===== src/rtl/strip_mem_arbiter.sv =====
// Round-robin arbiter sharing one single-port pixel RAM between strip readers and the host.
// Define STRIP_ARB_HOST_PRIORITY_EN to give host writes fixed priority over all reads.
module strip_mem_arbiter #(
  parameter int NUM_PORTS     = 4,
  parameter int ADDRESS_WIDTH = 13,
  parameter int DATA_WIDTH    = 8
) (
  input  logic                               clk,
  input  logic                               rst,
  input  logic [NUM_PORTS-1:0]               rd_req,
  input  logic [NUM_PORTS*ADDRESS_WIDTH-1:0] rd_addr,
  output logic [NUM_PORTS-1:0]               rd_ack,
  output logic [DATA_WIDTH-1:0]              rd_data,
  output logic [NUM_PORTS-1:0]               rd_valid,
  input  logic                               wr_req,
  input  logic [ADDRESS_WIDTH-1:0]           wr_addr,
  input  logic [DATA_WIDTH-1:0]              wr_data,
  output logic                               wr_ack,
  output logic [ADDRESS_WIDTH-1:0]           mem_addr,
  output logic                               mem_en,
  output logic                               mem_we,
  output logic [DATA_WIDTH-1:0]              mem_wdata,
  input  logic [DATA_WIDTH-1:0]              mem_rdata
);

`ifdef STRIP_ARB_HOST_PRIORITY_EN
  localparam int SLOTS = NUM_PORTS;
`else
  localparam int SLOTS = NUM_PORTS + 1;
`endif
  localparam int PW   = (SLOTS > 1) ? $clog2(SLOTS) : 1;
  localparam int PADW = 1 << PW;

  logic [PW-1:0]            r_ptr;
  logic [PW-1:0]            w_ptr_nxt;
  logic [PW-1:0]            w_sel;
  logic [PADW-1:0]          w_req_pad;
  logic                     w_found;
  logic                     w_any;
  logic                     w_wr_gnt;
  logic [NUM_PORTS-1:0]     w_rd_gnt;
  logic [ADDRESS_WIDTH-1:0] w_gnt_addr;

  logic                     r_mem_en;
  logic                     r_mem_we;
  logic [ADDRESS_WIDTH-1:0] r_mem_addr;
  logic [DATA_WIDTH-1:0]    r_mem_wdata;
  logic [NUM_PORTS-1:0]     r_pend;
  logic [NUM_PORTS-1:0]     r_rd_valid;
  logic [DATA_WIDTH-1:0]    r_rd_data;

  // Host occupies the slot just past the last reader in the rotation.
  always_comb begin
    w_req_pad = '0;
    w_req_pad[NUM_PORTS-1:0] = rd_req;
`ifndef STRIP_ARB_HOST_PRIORITY_EN
    w_req_pad[NUM_PORTS] = wr_req;
`endif
  end

  always_comb begin
    logic [PW:0] v_idx;
    v_idx   = '0;
    w_found = 1'b0;
    w_sel   = '0;
    for (int i = 0; i < SLOTS; i++) begin
      v_idx = {1'b0, r_ptr} + (PW+1)'(i);
      if (v_idx >= (PW+1)'(SLOTS))
        v_idx = v_idx - (PW+1)'(SLOTS);
      if (!w_found && w_req_pad[v_idx[PW-1:0]]) begin
        w_found = 1'b1;
        w_sel   = v_idx[PW-1:0];
      end
    end
  end

  always_comb begin
    w_rd_gnt   = '0;
    w_gnt_addr = '0;
    w_ptr_nxt  = r_ptr;
`ifdef STRIP_ARB_HOST_PRIORITY_EN
    w_wr_gnt = !rst && wr_req;
    w_any    = !rst && w_found && !w_wr_gnt;
`else
    w_any    = !rst && w_found;
    w_wr_gnt = w_any && (w_sel == PW'(NUM_PORTS));
`endif
    if (w_any) begin
      w_ptr_nxt = (w_sel == PW'(SLOTS - 1)) ? '0 : w_sel + 1'b1;
      for (int k = 0; k < NUM_PORTS; k++) begin
        if (w_sel == PW'(k)) begin
          w_rd_gnt[k] = 1'b1;
          w_gnt_addr  = rd_addr[k*ADDRESS_WIDTH +: ADDRESS_WIDTH];
        end
      end
    end
    if (w_wr_gnt)
      w_gnt_addr = wr_addr;
  end

  // Address/data are captured only on the grant edge; RAM controls idle otherwise.
  always_ff @(posedge clk) begin
    if (rst) begin
      r_ptr       <= '0;
      r_mem_en    <= 1'b0;
      r_mem_we    <= 1'b0;
      r_mem_addr  <= '0;
      r_mem_wdata <= '0;
      r_pend      <= '0;
      r_rd_valid  <= '0;
      r_rd_data   <= '0;
    end else begin
      r_ptr      <= w_ptr_nxt;
      r_mem_en   <= w_wr_gnt | (|w_rd_gnt);
      r_mem_we   <= w_wr_gnt;
      r_pend     <= w_rd_gnt;
      r_rd_valid <= r_pend;
      if (w_wr_gnt | (|w_rd_gnt))
        r_mem_addr <= w_gnt_addr;
      if (w_wr_gnt)
        r_mem_wdata <= wr_data;
      if (|r_pend)
        r_rd_data <= mem_rdata;
    end
  end

  assign rd_ack    = w_rd_gnt;
  assign wr_ack    = w_wr_gnt;
  assign mem_en    = r_mem_en;
  assign mem_we    = r_mem_we;
  assign mem_addr  = r_mem_addr;
  assign mem_wdata = r_mem_wdata;
  assign rd_valid  = r_rd_valid;
  assign rd_data   = r_rd_data;

endmodule


===== config.mk =====
export PLATFORM = sky130hd
export DESIGN_NAME = strip_mem_arbiter
export DESIGN_NICKNAME = d
export VERILOG_FILES = /design/src/rtl/strip_mem_arbiter.sv
export SDC_FILE = /design/constraint.sdc
export NUM_CORES = 1
export LEC_CHECK = 0
export BUFFER_PORTS_ARGS = -buffer_cell sky130_fd_sc_hd__buf_2
export CAP_MARGIN = 20
export CELL_PAD_IN_SITES_DETAIL_PLACEMENT = 2
export CELL_PAD_IN_SITES_GLOBAL_PLACEMENT = 2
export CORE_UTILIZATION = 27
export DETAILED_ROUTE_END_ITERATION = 8
export GPL_TIMING_DRIVEN = 1
export PLACE_DENSITY = 0.84
export RECOVER_POWER = 100
export SYNTH_ARGS = -nofsm -noshare
export SYNTH_HDL_FRONTEND = slang
export SYNTH_SLANG_ARGS = --single-unit

===== constraint.sdc =====
create_clock -name clk -period 5.8 [get_ports clk]
set_input_delay 0.29 -clock clk [delete_from_list [all_inputs] [get_ports clk]]
set_output_delay 0.29 -clock clk [all_outputs]
set_load 0.05 [all_outputs]

# [After elaboration in Yosys (flattened, before gate mapping)]
# Index checks and enable logic that the tools add are counted.
[totals] reg_bits=42
[op_classes] n_addsub=10 order_cmp=10 eq_ne=4 mux=37 n_bitwise=1 n_reduce_logical=14
[ops] op="$mux 13" count=6
[ops] op="$mux 3" count=11
[ops] op="$lt 3x4->1 const B" count=5
[ops] op="$ge 4x3->1 const B" count=4
[ops] op="$bmux 1 s3" count=5
[ops] op="$sub 3x3->3 const B" count=5
[ops] op="$mux 1" count=14
[ops] op="$add 3x2->4 const B" count=2
[ops] op="$reduce_or 4->1" count=2
[ops] op="$eq 3x2->1 const B" count=2
[ops] op="$logic_and 1x1->1" count=6
[ops] op="$logic_not 1->1" count=5
[ops] op="$add 3x1->4 const B" count=1
[ops] op="$add 3x3->4 const B" count=1
[ops] op="$mux 4" count=1
[ops] op="$add 3x1->3 const B" count=1
[ops] op="$eq 3x1->1 const B" count=1
[ops] op="$eq 3x3->1 const B" count=1
[ops] op="$ge 3x3->1 const B" count=1
[ops] op="$logic_not 3->1" count=1
[ops] op="$or 1x1->1" count=1

# [Longest topological paths before layout]
# Gate-level depths: netlist of run 1.
[depth] depth_word=24 depth_mapped=27 mapped_depth_nobuf=23

# [Worst setup path after synthesis of run 1]
# No wires, ideal clock.
[synth_path] path_type="register to register" start="register r_ptr[0]" end="register r_mem_addr[12], in the netlist mem_addr[12]" arrival_ns=4.842 required_time_ns=5.740 slack_ns=0.898 path_stages_with_launch=28 synth_period_minus_slack_ns=4.902 cell_sequence="dfxtp_1 buf_6 inv_2 buf_2 ha_1 inv_1 fa_1 nand2b_1 or2_2 a22o_1 nand2_1 and4bb_4 and2_4 buf_6 buf_2 a211o_1 inv_1 ha_1 inv_1 nor2_1 clkbuf_1 a22oi_1 nor2_1 a21oi_1 nor2_1 o21ai_0 a21oi_1 a221o_1"
[synth_via] elab_chain_cells=24 word_cells_on_any_way=67
[synth_lines] item="start: declaration" line="34" source="logic [PW-1:0] r_ptr;"
[synth_lines] item="start signal: assignment" line="113" source="r_ptr <= w_ptr_nxt;"
[synth_lines] item="branches (longest 24 deep; another with $add 3x1->4)"
[synth_lines] item="end signal: assignment" line="119" source="r_mem_addr <= w_gnt_addr;"
[synth_lines] item="end: declaration" line="46" source="logic [ADDRESS_WIDTH-1:0] r_mem_addr;"
# Several ways; the timed one is not identified. The select of a mux whose other input is x is not followed.
# A chain may end at the register's enable or synchronous reset.

# [Final worst setup path of run 1]
[layout_path] start="register r_ptr[0]" end="output wr_ack"
[layout_via] elab_chain_cells=19 word_cells_on_any_way=50
[layout_lines] item="branches (longest 18 deep; another with $add 3x1->4)"
[layout_lines] item="$logic_and 1x1->1 *" line="86" source="w_wr_gnt = w_any && (w_sel == PW'(NUM_PORTS));"
[layout_lines] item="end: declaration" line="18" source="output logic wr_ack,"
# Mark *: on every way between the ends. The select of a mux whose other input is x is not followed.

==> flow_metrics.py, run 1 <==
metrics = {
    "floorplanning": {
        "core_area_um2": 12100,
        "die_area_um2": 12800,
        "placementRows": 40,
        "ioPinCount": 128,
        "start_util": 0.277,
        "die_h_um": 113,
        "die_x_um": 113,
    },
    "logic_synthesis": {
        "synth.distinct_cells": 72,
        "synth_warnings": 0,
        "ys_ff_latch": 42,
        "synth_nets": 526,
        "yosys.area.top_type": "dfxtp_1",
        "synth_area_um2": 3340,
        "synthFlopType": "dfxtp_1",
        "netlist.area_leader.share": 0.252,
        "synth_area_leaders": "dfxtp_1, nor2_1, ha_1",
        "yosysSeqAreaShare": 0.252,
        "synthCells": 424,
        "synth_edf_count": 0,
        "synth-async-reset-ratio": 0,
        "avgSynthCellArea_um2": 7.88,
    },
    "placed_design": {
        "placed_cells": 692,
        "routabilityCongestion": 0.814,
        "placed_area_um2": 4050,
        "portBuffers": 127,
        "place_hpwl_um": 9840,
    },
    "clocking": {
        "cts_hold_buf": 0,
        "numCtsBuffers": 5,
        "post-cts-setup-buffers": 0,
        "htreeDepth": 2,
        "clockBufferDepth": 2,
        "clock_latency_ns": 0.29,
        "clk_pin_slew_worst_paths_ns": 0.06,
        "root_buffer": "clkbuf_16",
        "ctsResizeCount": 0,
        "cts_num_sinks": 42,
        "cts_tree": "yes",
    },
    "finish": {
        "drive_above_1_share": 0.240,
        "nets": 634,
        "n_antenna_cell": 0,
        "layout.cells.non_filler": 701,
        "synthToLayoutAreaGrowth_pct": 26.0,
        "design_area_um2": 4210,
        "n_fill_cell": 1440,
    },
    "route": {
        "drc": 0,
        "wl_um": 13600,
        "dr.pass1.iters": 5,
        "ant_nets": 0,
        "vias_per_cell": 5.38,
        "wire_per_inst_um": 19.4,
        "vias": 3769,
        "drt-initial-drc-count": 216,
    },
    "sta": {
        "maxSlewHeadroom": 0.258,
        "finalSetupViolations": 0,
        "rsz0062_at_grt": "false",
        "timing.hold.ws_ns": 0.222,
        "fin_crit_ns": 5.57,
        "fin_skew_ns": 0.00344,
        "finalHoldViolCount": 0,
        "max_slew.worst_pin.slew_ns": 1.10,
        "drv_slew": 0,
        "fin_crit_sh": 0.961,
        "max_freq_mhz": 179,
        "tns_ns": 0,
    },
    "critical_path": {
        "r2r_start": "r_ptr[0]",
        "crit_fanout": 21,
        "worstReg2RegEnd": "mem_addr[10]",
        "critPathCaptureType": "output port",
        "ff2ff_setup_slack_ns": 0.44,
        "r2r_cells": 23,
        "required_ns": 5.51,
        "path_class": "register to output port",
        "cp-start-kind": "register",
        "cp.arrival_ns": 5.28,
    },
    "outcome": {
        "status": "finished, final reports clean",
    },
    "run": {
        "maxCapViolations": 0,
    },
    "hold_path": {
        "hp-class": "primary input to register",
        "min_to": "mem_addr[2]",
        "worstHoldStart": "wr_addr[2]",
        "hold_depth": 2,
    },
    "grt": {
        "first_global_vias": 4073,
        "antenna_found_initial": 0,
        "grt_use_total": 0.213,
        "grt_start_max_net_pins": 30,
        "grt_overflow_total": 0,
        "grt_pass1_wl_um": 21500,
    },
}
state kept, by name, indices dropped and copies added, names as in the netlist:
register and cells:
mem_addr 13, mem_wdata 8, rd_data 8, r_pend 4
rd_valid 4, r_ptr 3, mem_en 1, mem_we 1
how the worst max path moves through the flow:
stage,depth (start not counted),startpoint,end,slack [ns]
detailed placement,22,r_ptr[0],mem_addr[4],0.17
finish,19,r_ptr[0],wr_ack,0.23
global route,19,r_ptr[0],wr_ack,0.008
global placement,20,r_ptr[2],mem_addr[11],0.52
CTS,22,r_ptr[0],mem_addr[10],0.02
floorplan,27,r_ptr[0],mem_addr[12],0.90
cell usage in the layout (no fill, tap or decap), types with 2 or more instances in the layout:
cell        n
a211o_1     5
a211oi_1    3
a21o_1      2
a21oi_1    32
a221o_1    13
a22o_1      2
a22oi_1    15
a2bb2oi_1   3
a41oi_1     2
and2_1      7
and2_4      2
and3_1      7
buf_2      91
buf_4       7
bufinv_16   2
clkbuf_1   37
clkbuf_16   5
dfxtp_1    41
ha_1       12
inv_1      13
mux2i_1    14
nand2_1    38
nand2b_1   10
nand3_1    12
nor2_1     48
nor2b_1     7
nor3_1      5
nor4_1      4
o2111a_1    2
o2111ai_1   2
o21a_1      5
o21ai_0    28
o22ai_1     2
o311a_1     3
o31ai_1     3
o32ai_1     3
or2_1       2
or2_2       2
xnor2_1     3
kinds of logic after synthesis:
family                     Yosys count  synth area share
muxes                               17            0.0554
adders and majority gates           14            0.0547
AOI/OAI and AO/OA                  143             0.316
xor gates and xnor gates             3           0.00786
and+or+nand+nor                    156             0.237
buffers and inverters               49            0.0771
DFF                                 42             0.252
metrics by stage:
stage | setup WS [ns] | util
4_1_cts | 0.0195 | 0.352
3_3_place_gp | 0.517 | 0.336
3_5_place_dp | 0.171 | 0.336
5_1_grt | 0.00842 | 0.349
2_1_floorplan | 0.898 | -
6_report | 0.225 | 0.349
synthesized netlist by cell type, types with 4 or more instances:
master     n
nand2_1   38
a211oi_1   4
a21oi_1   32
buf_6      6
o21ai_0   28
nand3_1   12
a221o_1   13
nor4_1     4
a22oi_1   15
nor2b_1    7
nand2b_1  10
clkbuf_1  15
inv_1     13
and2_1     8
dfxtp_1   42
o21a_1     5
mux2i_1   14
a211o_1    5
nor2_1    49
buf_2      9
buf_4      4
nor3_1     5
and3_1     7
ha_1      13
worst max-delay path, cell delays in order, from the launching register on:
cell and delay (ns):
dfxtp_1 0.32, inv_2 0.22, ha_1 0.27, inv_1 0.07, fa_1 0.49, nand2b_1 0.23
or2_2 0.29, a22o_1 0.29, nand2_1 0.13, and4bb_4 0.26, and2_4 0.24, a2bb2oi_1 0.27
nand2_1 0.16, inv_1 0.16, ha_2 0.33, inv_1 0.17, nor3_4 0.21, buf_4 0.23
and2_4 0.32, buf_2 0.32
layer usage:
metal / global-route usage / wire length (um) / up-vias
li1: - / - / 1773
met1: 0.253 / 5590 / 1830
met2: 0.375 / 6910 / 143
met3: 0.0487 / 837 / 23
met4: 0.0711 / 267 / 0
met5: 0 / 0 / -
final cells by class:
cell class | count | area [um2] | area share
Clock inverter | 2 | 60.1 | 0.0143
Clock buffer | 6 | 139 | 0.0330
Inverter | 15 | 58.8 | 0.0140
Multi-Input combinational cell | 333 | 2250 | 0.535
Tap cell | 168 | 210 | 0.0499
Timing Repair Buffer | 135 | 647 | 0.154
Sequential cell | 42 | 842 | 0.200
Power of run 1 is left out: the tool's default activity adds up to more than one toggle a clock period on the data nets, which glitch-free logic cannot reach.
==> run 2: changes to the inputs <==
--- a/config.mk
+++ b/config.mk
@@ -14,6 +14,7 @@
 export GPL_TIMING_DRIVEN = 1
 export PLACE_DENSITY = 0.84
 export RECOVER_POWER = 100
+export REMOVE_ABC_BUFFERS = 1
 export SYNTH_ARGS = -nofsm -noshare
 export SYNTH_HDL_FRONTEND = slang
 export SYNTH_SLANG_ARGS = --single-unit
==> flow_metrics.py, run 2 (synthesis gave the netlist of run 1 again) <==
metrics = {
    "outcome": {
        "status": "finished, final reports clean",
    },
    "grt": {
        "antenna_found_initial": 0,
        "grt_start_max_net_pins": 30,
        "grt_overflow_total": 0,
        "grt_pass1_wl_um": 20800,
        "first_global_vias": 4048,
        "grt_use_total": 0.203,
    },
    "floorplanning": {
        "ioPinCount": 128,
        "placementRows": 40,
        "die_area_um2": 12800,
        "start_util": 0.277,
        "die_h_um": 113,
        "core_area_um2": 12100,
        "die_x_um": 113,
    },
    "clocking": {
        "clockBufferDepth": 2,
        "cts_num_sinks": 42,
        "cts_tree": "yes",
        "numCtsBuffers": 5,
        "root_buffer": "clkbuf_16",
        "htreeDepth": 2,
        "clk_pin_slew_worst_paths_ns": 0.07,
        "clock_latency_ns": 0.29,
    },
    "finish": {
        "largest_reg_flops": 13,
        "synthToLayoutAreaGrowth_pct": 24.1,
        "n_antenna_cell": 0,
        "final_common_cell": "buf_2",
        "drive_above_1_share": 0.226,
        "nets": 636,
        "design_area_um2": 4150,
        "layout_common_cells": "buf_2, nor2_1, clkbuf_1, dfxtp_1, nand2_1",
    },
    "route": {
        "dr.pass1.iters": 4,
        "wire_per_inst_um": 18.4,
        "vias": 3733,
        "ant_nets": 0,
        "vias_per_cell": 5.31,
        "wl_um": 12900,
        "drt-initial-drc-count": 141,
        "drc": 0,
    },
    "sta": {
        "maxSlewHeadroom": 0.407,
        "rsz0062_at_grt": "false",
        "finalHoldViolCount": 0,
        "fin_crit_sh": 0.937,
        "tns_ns": 0,
        "fin_crit_ns": 5.44,
        "fin_skew_ns": 0.00864,
        "max_freq_mhz": 184,
        "max_slew.worst_pin.slew_ns": 0.890,
        "drv_slew": 0,
        "finalSetupViolations": 0,
    },
    "critical_path": {
        "critPathCaptureType": "output port",
        "path_class": "register to output port",
        "worstReg2RegEnd": "mem_addr[5]",
        "required_ns": 5.51,
        "critPathTopFamily": "simple AND/OR/NAND/NOR gates",
        "cp.arrival_ns": 5.15,
        "critPathBufInv": 5,
        "cp-start-kind": "register",
        "ff2ff_setup_slack_ns": 0.48,
        "crit_chain": "inv_2 > ha_1 > inv_1 > fa_1 > or2_0 > a211oi_1 > o21ai_1 > and4bb_4 > and2_4 > a2bb2oi_1 > nand2_1 > inv_1 > ha_1 > inv_1 > nor3_1 > and2_4 > buf_2",
        "cp_num_cells": 17,
        "slowest_delay_ns": 0.49,
        "endpoint": "wr_ack",
        "r2r_start": "r_ptr[0]",
        "crit_slowest_cell": "fa_1",
        "startpoint": "r_ptr[0]",
        "path_common_cell": "inv_1",
        "crit_fanout": 21,
        "r2r_cells": 18,
    },
    "placed_design": {
        "place_hpwl_um": 9800,
        "portBuffers": 127,
        "placed_area_um2": 4070,
        "routabilityCongestion": 0.813,
    },
    "hold_path": {
        "hp-class": "primary input to register",
        "worstHoldStart": "wr_addr[10]",
    },
    "run": {
        "maxCapViolations": 0,
    },
}
[run 2: cell type report]
type / instances / area, um2
repair buffers: 137 / 653
multi-input cells: 333 / 2230
clock inverters: 3 / 23.8
flip-flops and latches: 42 / 841
clock buffers: 5 / 125
inverters: 15 / 58.8
well taps: 168 / 210
fillers: 1409 / 7920
[run 2: worst min path at each step]
stage | to | slack (ns) | cells after the start
2_1_floorplan | rd_valid[0] | 0.36 | 1
3_3_place_gp | mem_wdata[4] | 0.44 | 2
3_5_place_dp | mem_wdata[4] | 0.46 | 2
4_1_cts | mem_addr[10] | 0.22 | 2
5_1_grt | mem_addr[0] | 0.22 | 2
6_report | mem_addr[10] | 0.22 | 2
[run 2: metrics by stage]
| stage | instances | hold WS (ns) | setup WS, ns | util |
|---|---|---|---|---|
| after global routing | 703 | 0.223 | 0.0283 | 0.344 |
| after CTS | 703 | 0.217 | 0.193 | 0.350 |
| after floorplan | 390 | 0.362 | 0.669 | - |
| after global placement | 694 | 0.443 | 0.607 | 0.337 |
| final | 703 | 0.219 | 0.363 | 0.344 |
| after detailed placement | 695 | 0.460 | 0.341 | 0.337 |
[run 2: repair_timing]
action                                  4_1_cts  5_1_grt
resized for setup                             0        1
endpoints found under the setup margin        0       13
hold buffers                                  0        0
setup buffers                                 0        0
[run 2: routing by layer]
layer  vias up  global-route usage  share of wire
li1       1780                   -              -
met5         -                   0              0
met3        10              0.0289          0.044
met4         0              0.0404         0.0070
met2       117               0.381           0.51
met1      1826               0.243           0.44
Power of run 2 is left out for the same reason.
==> run 3: changes to the inputs <==
--- a/config.mk
+++ b/config.mk
@@ -9,6 +9,7 @@
 export CAP_MARGIN = 20
 export CELL_PAD_IN_SITES_DETAIL_PLACEMENT = 2
 export CELL_PAD_IN_SITES_GLOBAL_PLACEMENT = 2
+export CORE_MARGIN = 1.5
 export CORE_UTILIZATION = 27
 export DETAILED_ROUTE_END_ITERATION = 8
 export GPL_TIMING_DRIVEN = 1
==> flow_metrics.py, run 3 (synthesis gave the netlist of run 1 again) <==
metrics = {
    "route": {
        "dr.pass1.iters": 4,
        "vias": 3755,
        "ant_nets": 0,
        "drt-initial-drc-count": 159,
        "wl_um": 13400,
        "vias_per_cell": 5.35,
        "drc": 0,
        "wire_per_inst_um": 19.1,
    },
    "hold_path": {
        "hp-class": "primary input to register",
        "worstHoldStart": "wr_addr[4]",
    },
    "clocking": {
        "clk_pin_slew_worst_paths_ns": 0.06,
        "clockBufferDepth": 2,
        "cts_hold_buf": 0,
        "numCtsBuffers": 5,
        "root_buffer": "clkbuf_16",
        "htreeDepth": 2,
        "clock_latency_ns": 0.29,
        "cts_num_sinks": 42,
        "cts_tree": "yes",
    },
    "critical_path": {
        "critPathCaptureType": "output port",
        "r2r_start": "r_ptr[1]",
        "path_common_cell": "ha_1",
        "crit_fanout": 30,
        "slowest_delay_ns": 0.63,
        "crit_slowest_cell": "ha_1",
        "crit_chain": "inv_1 > ha_1 > mux4_2 > nor2_1 > a311o_1 > o2111ai_2 > and4bb_4 > and2_4 > a2bb2oi_1 > nand2_1 > ha_1 > ha_1 > clkbuf_4 > and2_1 > buf_2",
        "cp-start-kind": "register",
        "path_class": "register to output port",
        "cp.arrival_ns": 5.11,
        "required_ns": 5.51,
        "startpoint": "r_ptr[1]",
    },
    "sta": {
        "fin_crit_sh": 0.931,
        "drv_slew": 0,
        "tns_ns": 0,
        "setup_ws_ns": 0.399,
        "fin_skew_ns": 0.00545,
        "fin_crit_ns": 5.40,
        "finalSetupViolations": 0,
        "rsz0062_at_grt": "false",
        "finalHoldViolCount": 0,
        "timing.hold.ws_ns": 0.224,
        "maxSlewHeadroom": 0.411,
        "max_slew.worst_pin.slew_ns": 0.881,
        "max_freq_mhz": 185,
    },
    "finish": {
        "design_area_um2": 4140,
        "nets": 635,
        "n_fill_cell": 1429,
        "seqCellArea_um2": 842,
        "drive_above_1_share": 0.228,
        "final_common_cell": "buf_2",
        "largest_reg_flops": 13,
        "multi_input_area_um2": 2240,
        "n_antenna_cell": 0,
        "layout_common_cells": "buf_2, nor2_1, clkbuf_1, dfxtp_1, nand2_1",
        "synthToLayoutAreaGrowth_pct": 23.8,
    },
    "floorplanning": {
        "die_h_um": 114,
        "die_x_um": 114,
        "die_area_um2": 13100,
        "start_util": 0.277,
        "core_area_um2": 12100,
        "placementRows": 40,
        "ioPinCount": 128,
    },
    "outcome": {
        "status": "finished, final reports clean",
    },
    "grt": {
        "grt_overflow_total": 0,
        "first_global_vias": 4035,
        "grt_use_total": 0.205,
        "grt_start_max_net_pins": 31,
        "antenna_found_initial": 0,
        "grt_pass1_wl_um": 21100,
    },
    "run": {
        "maxCapViolations": 0,
    },
    "placed_design": {
        "placed_area_um2": 4060,
        "portBuffers": 127,
        "pre_cts_ws_ns": 0.238,
        "place_hpwl_um": 9900,
        "routabilityCongestion": 0.805,
    },
}
-- run 3: final cells by class --
class,instances,area share
sequential,42,0.204
timing repair buffer,136,0.156
clock buffer,6,0.0312
inverter,15,0.0142
clock inverter,2,0.00333
tap,168,0.0508
multi-input combinational,333,0.541
-- run 3: final timing paths --
check	end	cells after the start	slack [ns]
max	rd_ack[3]	15	0.40
min	mem_addr[4]	2	0.22
max reg2reg	mem_addr[6]	15	0.50
min reg2reg	mem_wdata[3]	2	0.47
-- run 3: routing by layer --
metal / part of all wire / track usage / routed length, um / vias up
li1: - / - / - / 1773
met4: 0.014 / 0.0475 / 184 / 0
met5: 0 / 0 / 0 / -
met1: 0.42 / 0.240 / 5630 / 1853
met3: 0.052 / 0.0498 / 699 / 15
met2: 0.51 / 0.376 / 6890 / 114
-- run 3: critical path, delay by kind of cell, from the launching register on --
kind / cells / cell delay, ns
buffers and inverters: 3 / 0.85
AOI/OAI and AO/OA: 3 / 0.62
adders and majority gates: 3 / 1.06
DFF: 1 / 0.52
muxes: 1 / 0.57
and+or+nand+nor: 5 / 1.18
-- run 3: what timing repair did --
item                                   CTS  global route
setup endpoints to repair                0            15
resized for setup                        0             4
endpoints found under the hold margin    0             0
buffers inserted                         0             0
-- run 3: through the flow --
step | cells | utilization
after floorplan | 390 | -
after global placement | 693 | 0.336
after detailed placement | 693 | 0.336
after CTS | 701 | 0.348
after global routing | 702 | 0.343
final | 702 | 0.343
Power of run 3 is left out for the same reason.
